[config.mk]
export PLATFORM = sky130hd
export DESIGN_NAME = softusb_dmemarb
export DESIGN_NICKNAME = d
export VERILOG_FILES = /design/src/rtl/softusb_dmemarb_pkg.sv /design/src/rtl/softusb_dmemarb.sv
export SDC_FILE = /design/constraint.sdc
export NUM_CORES = 1
export LEC_CHECK = 0
export BUFFER_PORTS_ARGS = -buffer_cell sky130_fd_sc_hd__buf_2
export CAP_MARGIN = 0
export CORE_MARGIN = 4
export CORE_UTILIZATION = 35
export DETAILED_ROUTE_END_ITERATION = 7
export PLACE_DENSITY = 0.82
export SLEW_MARGIN = 10
export SYNTH_ARGS = -nofsm -noshare
export SYNTH_HDL_FRONTEND = slang
export SYNTH_SLANG_ARGS = --single-unit
[constraint.sdc]
create_clock -name usb_clk -period 2.85 [get_ports usb_clk]
set_clock_uncertainty 0.1 [all_clocks]
set_input_delay 0.4275 -clock usb_clk [delete_from_list [all_inputs] [get_ports usb_clk]]
set_output_delay 0.4275 -clock usb_clk [all_outputs]
set_load 0.02 [all_outputs]
[src/rtl/softusb_dmemarb_pkg.sv]
// Shared types for the softusb data-memory arbiter: byte lane and wait-counter widths.
package softusb_dmemarb_pkg;

   localparam int unsigned WAIT_W = 8;

   typedef logic [7:0]        byte_t;
   typedef logic [WAIT_W-1:0] wait_t;

endpackage

[src/rtl/softusb_dmemarb.sv]
// Single-port data-memory arbiter between the softusb CPU and its DMA engine.
// The CPU wins by default; a DMA request refused max_wait times in a row is forced through.
module softusb_dmemarb
   import softusb_dmemarb_pkg::*;
#(
   parameter int unsigned dmem_width = 13,
   parameter int unsigned max_wait   = 15
) (
   input  logic                  usb_clk,
   input  logic                  usb_rst_n,

   input  logic                  cpu_en,
   input  logic                  cpu_we,
   input  logic [dmem_width-1:0] cpu_a,
   input  logic [7:0]            cpu_dw,
   output logic [7:0]            cpu_dr,
   output logic                  cpu_stall,

   input  logic                  dma_req,
   input  logic                  dma_we,
   input  logic [dmem_width-1:0] dma_a,
   input  logic [7:0]            dma_dw,
   output logic                  dma_ack,
   output logic [7:0]            dma_dr,
   output logic                  dma_rvalid,

   output logic                  mem_we,
   output logic [dmem_width-1:0] mem_a,
   output logic [7:0]            mem_dw,
   input  logic [7:0]            mem_dr
);

   wait_t wait_cnt_d, wait_cnt_q;
   logic  rd_dma_d, rd_dma_q;
   logic  force_dma;
   logic  dma_gnt;
   logic  cpu_gnt;

   assign force_dma = (wait_cnt_q == wait_t'(max_wait));

   // Grants are qualified by usb_rst_n so every control output is quiet while reset is held.
   assign dma_gnt = usb_rst_n & dma_req & (~cpu_en | force_dma);
   assign cpu_gnt = usb_rst_n & cpu_en & ~dma_gnt;

   always_comb begin
      // NOTE: the hold value is assigned first so every path drives wait_cnt_d and no latch is inferred.
      wait_cnt_d = wait_cnt_q;
      if (!dma_req || dma_gnt) begin
         wait_cnt_d = '0;
      end else if (!force_dma) begin
         wait_cnt_d = wait_cnt_q + 1'b1;
      end
   end

   assign rd_dma_d = dma_gnt & ~dma_we;

   // NOTE: state registers use non-blocking assignments so every flop samples pre-edge values.
   always_ff @(posedge usb_clk or negedge usb_rst_n) begin
      if (!usb_rst_n) begin
         wait_cnt_q <= '0;
         rd_dma_q   <= 1'b0;
      end else begin
         wait_cnt_q <= wait_cnt_d;
         rd_dma_q   <= rd_dma_d;
      end
   end

   assign mem_we = dma_gnt ? dma_we : (cpu_gnt & cpu_we);
   assign mem_a  = dma_gnt ? dma_a  : cpu_a;
   assign mem_dw = dma_gnt ? dma_dw : cpu_dw;

   assign cpu_stall  = cpu_en & dma_gnt;
   assign dma_ack    = dma_gnt;
   assign dma_rvalid = rd_dma_q;

   // Both requesters see the RAM output directly; the valid flag tells DMA which cycle is its own.
   assign dma_dr = mem_dr;
   assign cpu_dr = mem_dr;

endmodule
## Word level (Yosys, flattened, before mapping)

Index checks and enable logic that the tools add are counted.

- Logic and storage cells: 23
- Output and inout port bits: 41
- Memory bits (writable): 0
- Bits in registers: 9
- Input port bits: 56
- Bits in latches: 0
- Memories: 0
- ROM bits: 0

- Reduce and logical (&&, ||, !) cells: 2
- Div/mod/pow operators: 0
- Multipliers: 0
- Shift operators: 0
- Muxes and demuxes: 5
- $lt $le $gt $ge: 0
- Equal/unequal tests: 2
- $add $sub $neg: 1
- Bitwise operators: 11

Operators by type and width:

| kind | number |
|---|---|
| 8-bit 2-to-1 mux | 3 |
| 13-bit 2-to-1 mux | 1 |
| 8-bit by 1-bit adder with 8-bit output, second input constant | 1 |
| 8-bit by 4-bit == test with 1-bit output, second input constant | 1 |
| 1-bit AND | 7 |
| 1-bit inverter | 3 |
| 2-bit by 1-bit != test with 1-bit output, second input constant | 1 |
| 1-bit zero test | 1 |
| 1-bit logical OR | 1 |
| 1-bit 2-to-1 mux | 1 |
| 1-bit OR | 1 |

## Longest topological paths before layout

- Depth in word-level cells: 7
- Depth in mapped cells: 6
- Mapped depth without buffers: 5

## Least setup slack after synthesis

No wires, ideal clock.

- Kind: reg-to-output
- From: register wait_cnt_q[4]
- To: output mem_a[10]
- Slack: 0.580 ns
- Arrival time: 1.743 ns
- Required time: 2.322 ns
- Stages on the path, launching flop included: 6
- Path buffers: 1
- Cells stage by stage: dfrtp_1 -> or4_4 -> o21ai_4 -> nand3_4 -> buf_6 -> mux2_4

- Cells in the longest elaborated chain, start to end: 4

RTL lines:

| item | line | source |
|---|---|---|
| start: declaration | softusb_dmemarb.sv:33 | `wait_t wait_cnt_d, wait_cnt_q;` |
| start signal: assignment | softusb_dmemarb.sv:63 | `wait_cnt_q <= wait_cnt_d;` |
| 8-bit by 4-bit == test with 1-bit output | softusb_dmemarb.sv:39 | `assign force_dma = (wait_cnt_q == wait_t'(max_wait));` |
| 1-bit OR | softusb_dmemarb.sv:42 | `assign dma_gnt = usb_rst_n & dma_req & (~cpu_en \| force_dma);` |
| 1-bit AND | softusb_dmemarb.sv:42 |  |
| 13-bit 2-to-1 mux | softusb_dmemarb.sv:69 | `assign mem_a = dma_gnt ? dma_a : cpu_a;` |
| end: declaration | softusb_dmemarb.sv:28 | `output logic [dmem_width-1:0] mem_a,` |

No other way between the ends.

## Worst setup path in the final report

- From: register wait_cnt_q[5]
- To: output mem_a[8]

The elaborated chain is that of the path after synthesis.

==> impl_metrics.json <==
{
  "status": "finished clean",
  "worst_ep_arrival_time_ps": 2280,
  "reg2reg_slack_ps": 1050,
  "cts_root_buffer": "clkbuf_4",
  "fin_crit_ps": 2810,
  "setup_tns_ps": 0,
  "p_leak_nw": 0.720,
  "cp-start-kind": "register",
  "nets": 207,
  "pin_count": 97,
  "cts_tree": "built",
  "min_delay_path_depth": 2,
  "wire_per_inst_um": 16.2,
  "cts_setup_buffers": 0,
  "place_area_um2": 1190,
  "gr-max-usage-layer": "met2",
  "cp-startpoint": "wait_cnt_q[5]$_DFFE_PN0P_",
  "cp_cell_sequence": "or4_4 -> o21ai_4 -> nand3_4 -> mux2_4 -> buf_2",
  "synth_cells": 90,
  "crit_slowest_cell": "or4_4",
  "r2r_cells": 4,
  "dieArea_um2": 3570,
  "hold_viol": 0,
  "dpl.hpwl_um": 2180,
  "die_height_um": 59.7,
  "syn_nets": 147,
  "firstDrtPassIters": 4,
  "layout_setup_ws_ps": 44.7,
  "avgSynthCellArea_um2": 10.4,
  "grt_max_degree": 13,
  "setup_viol": 0,
  "finalCritPeriodShare_pct": 98.4,
  "cp_slowest_stage_delay_ps": 550,
  "gr-usage-met2_pct": 28.4,
  "path_max_fanout": 12,
  "rsz0062_at_grt": "true",
  "drcViolationCount": 0,
  "worst_slew_pin_slew_ps": 435,
  "grt_util_met1_pct": 13.9,
  "area_growth_syn_to_layout_pct": 37.4,
  "netlist_area_um2": 937,
  "slew_violations": 0,
  "grt_pass1_wl_um": 3930,
  "htree_levels": 1,
  "power.density_nw_per_um2": 310,
  "vias": 889,
  "row_count": 18,
  "drive_gt1_share_pct": 68.5,
  "ys_seq_area_share_pct": 24.0,
  "n_antenna_cell": 0,
  "core-area_um2": 2520,
  "drt-initial-drc-count": 42,
  "final_area_um2": 1290,
  "grtUsageTotal_pct": 14.7,
  "vias_per_cell": 4.97,
  "timing.critical_path.to_type": "primary output",
  "path_clk_slew_ps": 70,
  "die_w_um": 59.7,
  "portBuffers": 72,
  "clkLatencyLatePin_ps": 270,
  "worst_r2r_endpoint": "wait_cnt_q[3]$_DFFE_PN0P_",
  "overflow": 0,
  "dp_slack_ps": 217,
  "max-slew-margin-rel_pct": 70.9,
  "r2r-start": "wait_cnt_q[5]$_DFFE_PN0P_",
  "antenna_found_initial": 0,
  "cts_made_buffers": 3,
  "hold_path_class": "in -> reg",
  "wl_um": 2910,
  "crit_required_ps": 2320,
  "endpoint": "mem_a[8]",
  "place.gp.congestion": 0.700,
  "synth_cell_types": 23,
  "whs_ps": 218,
  "path_class": "reg -> out",
  "fmax_mhz": 356,
  "cts_num_sinks": 9,
  "ys_seq_elements": 9,
  "start_util_pct": 37.2,
  "grt_pass1_vias": 878,
  "cts_buffer_depth": 2,
  "drv_cap": 0,
  "gr-usage-met3_pct": 4.10,
  "ys_warn_count": 0,
  "ant_nets": 0,
  "peakVddDrop_v": 0.000157
}
[per-stage QoR]
step	total power, W	std cells	utilization [%]
final	0.000399	179	51.0
after global routing	0.000416	179	51.0
after CTS	0.000392	179	49.3
after detailed placement	0.000281	173	47.1
after global placement	0.000277	173	47.1
after floorplan	0.000253	90	-
[state kept, by name (all words and copies together) (netlist names)]
name        flops
dma_rvalid      1
wait_cnt_q      8
[layout make-up]
cell class / count / area, um^2
Sequential cell: 9 / 226
Inverter: 1 / 3.75
Timing Repair Buffer: 73 / 414
Tap cell: 30 / 37.5
Multi-Input combinational cell: 62 / 579
Clock buffer: 4 / 26.3
Fill cell: 229 / 1230
[cells by family (layout without fill, tap and decap cells)]
kind of cell | after synthesis | after routing | share of synthesized area (%)
AOI/OAI and AO/OA | 8 | 8 | 6.54
xor gates and xnor gates | 6 | 6 | 5.61
adders and majority gates | 1 | 1 | 1.33
buffers and inverters | 20 | 78 | 16.0
DFF | 9 | 9 | 24.0
muxes | 21 | 21 | 32.4
and+or+nand+nor | 25 | 26 | 14.0
[timing repair]
action / 4_1_cts / 5_1_grt
hold buffers: 1 / 0
endpoints found under the setup margin: 21 / 15
pin swaps: 1 / 3
gates resized for setup: 1 / 15
cloned: 1 / 0
endpoints found under the hold margin: 9 / 0
[routing by layer]
metal / wire (um) / share of wire [%] / vias up
li1: - / - / 418
met1: 869 / 30 / 406
met2: 1560 / 54 / 58
met3: 404 / 14 / 7
met4: 72 / 2.5 / 0
met5: 0 / 0 / -
[power breakdown]
part / internal [W] / switching [W]
sequential: 0.000131 / 0.00000238
clock: 0.0000543 / 0.0000524
combinational: 0.0000834 / 0.0000764
[worst max-delay path, delay by kind of cell (launching register included)]
kind / cells / cell delay, ps
AO/OA/AOI/OAI: 1 / 240
flip-flops: 1 / 430
multiplexers: 1 / 360
buffers and inverters: 1 / 160
AND/OR/NAND/NOR: 2 / 800
[worst min-delay path by stage]
stage,from,end,slack [ps]
floorplan,usb_rst_n,dma_rvalid$_DFF_PN0_,30
finish,dma_we,dma_rvalid$_DFF_PN0_,220
global placement,usb_rst_n,wait_cnt_q[5]$_DFFE_PN0P_,230
detailed placement,usb_rst_n,wait_cnt_q[5]$_DFFE_PN0P_,230
CTS,dma_we,dma_rvalid$_DFF_PN0_,210
global route,dma_we,dma_rvalid$_DFF_PN0_,210
[synthesized netlist by cell type]
cell | count | share of area [%]
mux2_4 | 18 | 29
buf_4 | 16 | 13
dfrtp_1 | 9 | 24
nor2_1 | 9 | 3.6
a21oi_1 | 5 | 2.7
nand3_1 | 5 | 2.7
nand2_1 | 4 | 1.6
xnor2_1 | 4 | 3.7
mux2_2 | 3 | 3.6
buf_6 | 2 | 2.4
nor3_1 | 2 | 1.1
xor2_1 | 2 | 1.9
a21bo_2 | 1 | 1.1
a41o_1 | 1 | 1.1
and3_1 | 1 | 0.67
clkbuf_1 | 1 | 0.40
ha_1 | 1 | 1.3
inv_1 | 1 | 0.40
nand2b_1 | 1 | 0.67
nand3_4 | 1 | 1.9
nor4_1 | 1 | 0.67
o21ai_4 | 1 | 1.7
or4_4 | 1 | 1.2
[cells in the final DEF, fill, tap and decap left out]
master and instances:
a21bo_2 1, a21oi_1 5, a41o_1 1, and3_1 1, buf_2 65, buf_6 7
clkbuf_1 1, clkbuf_4 3, dfrtp_1 8, dfrtp_2 1, dlygate4sd3_1 1, ha_1 1
inv_1 1, mux2_2 3, mux2_4 18, nand2_1 4, nand2b_1 1, nand3_1 5
nand3_4 2, nor2_1 9, nor3_1 2, nor4_1 1, o21ai_4 1, or4_4 1
xnor2_1 4, xor2_1 2
Note: power is estimated with default switching activity, not from simulation.
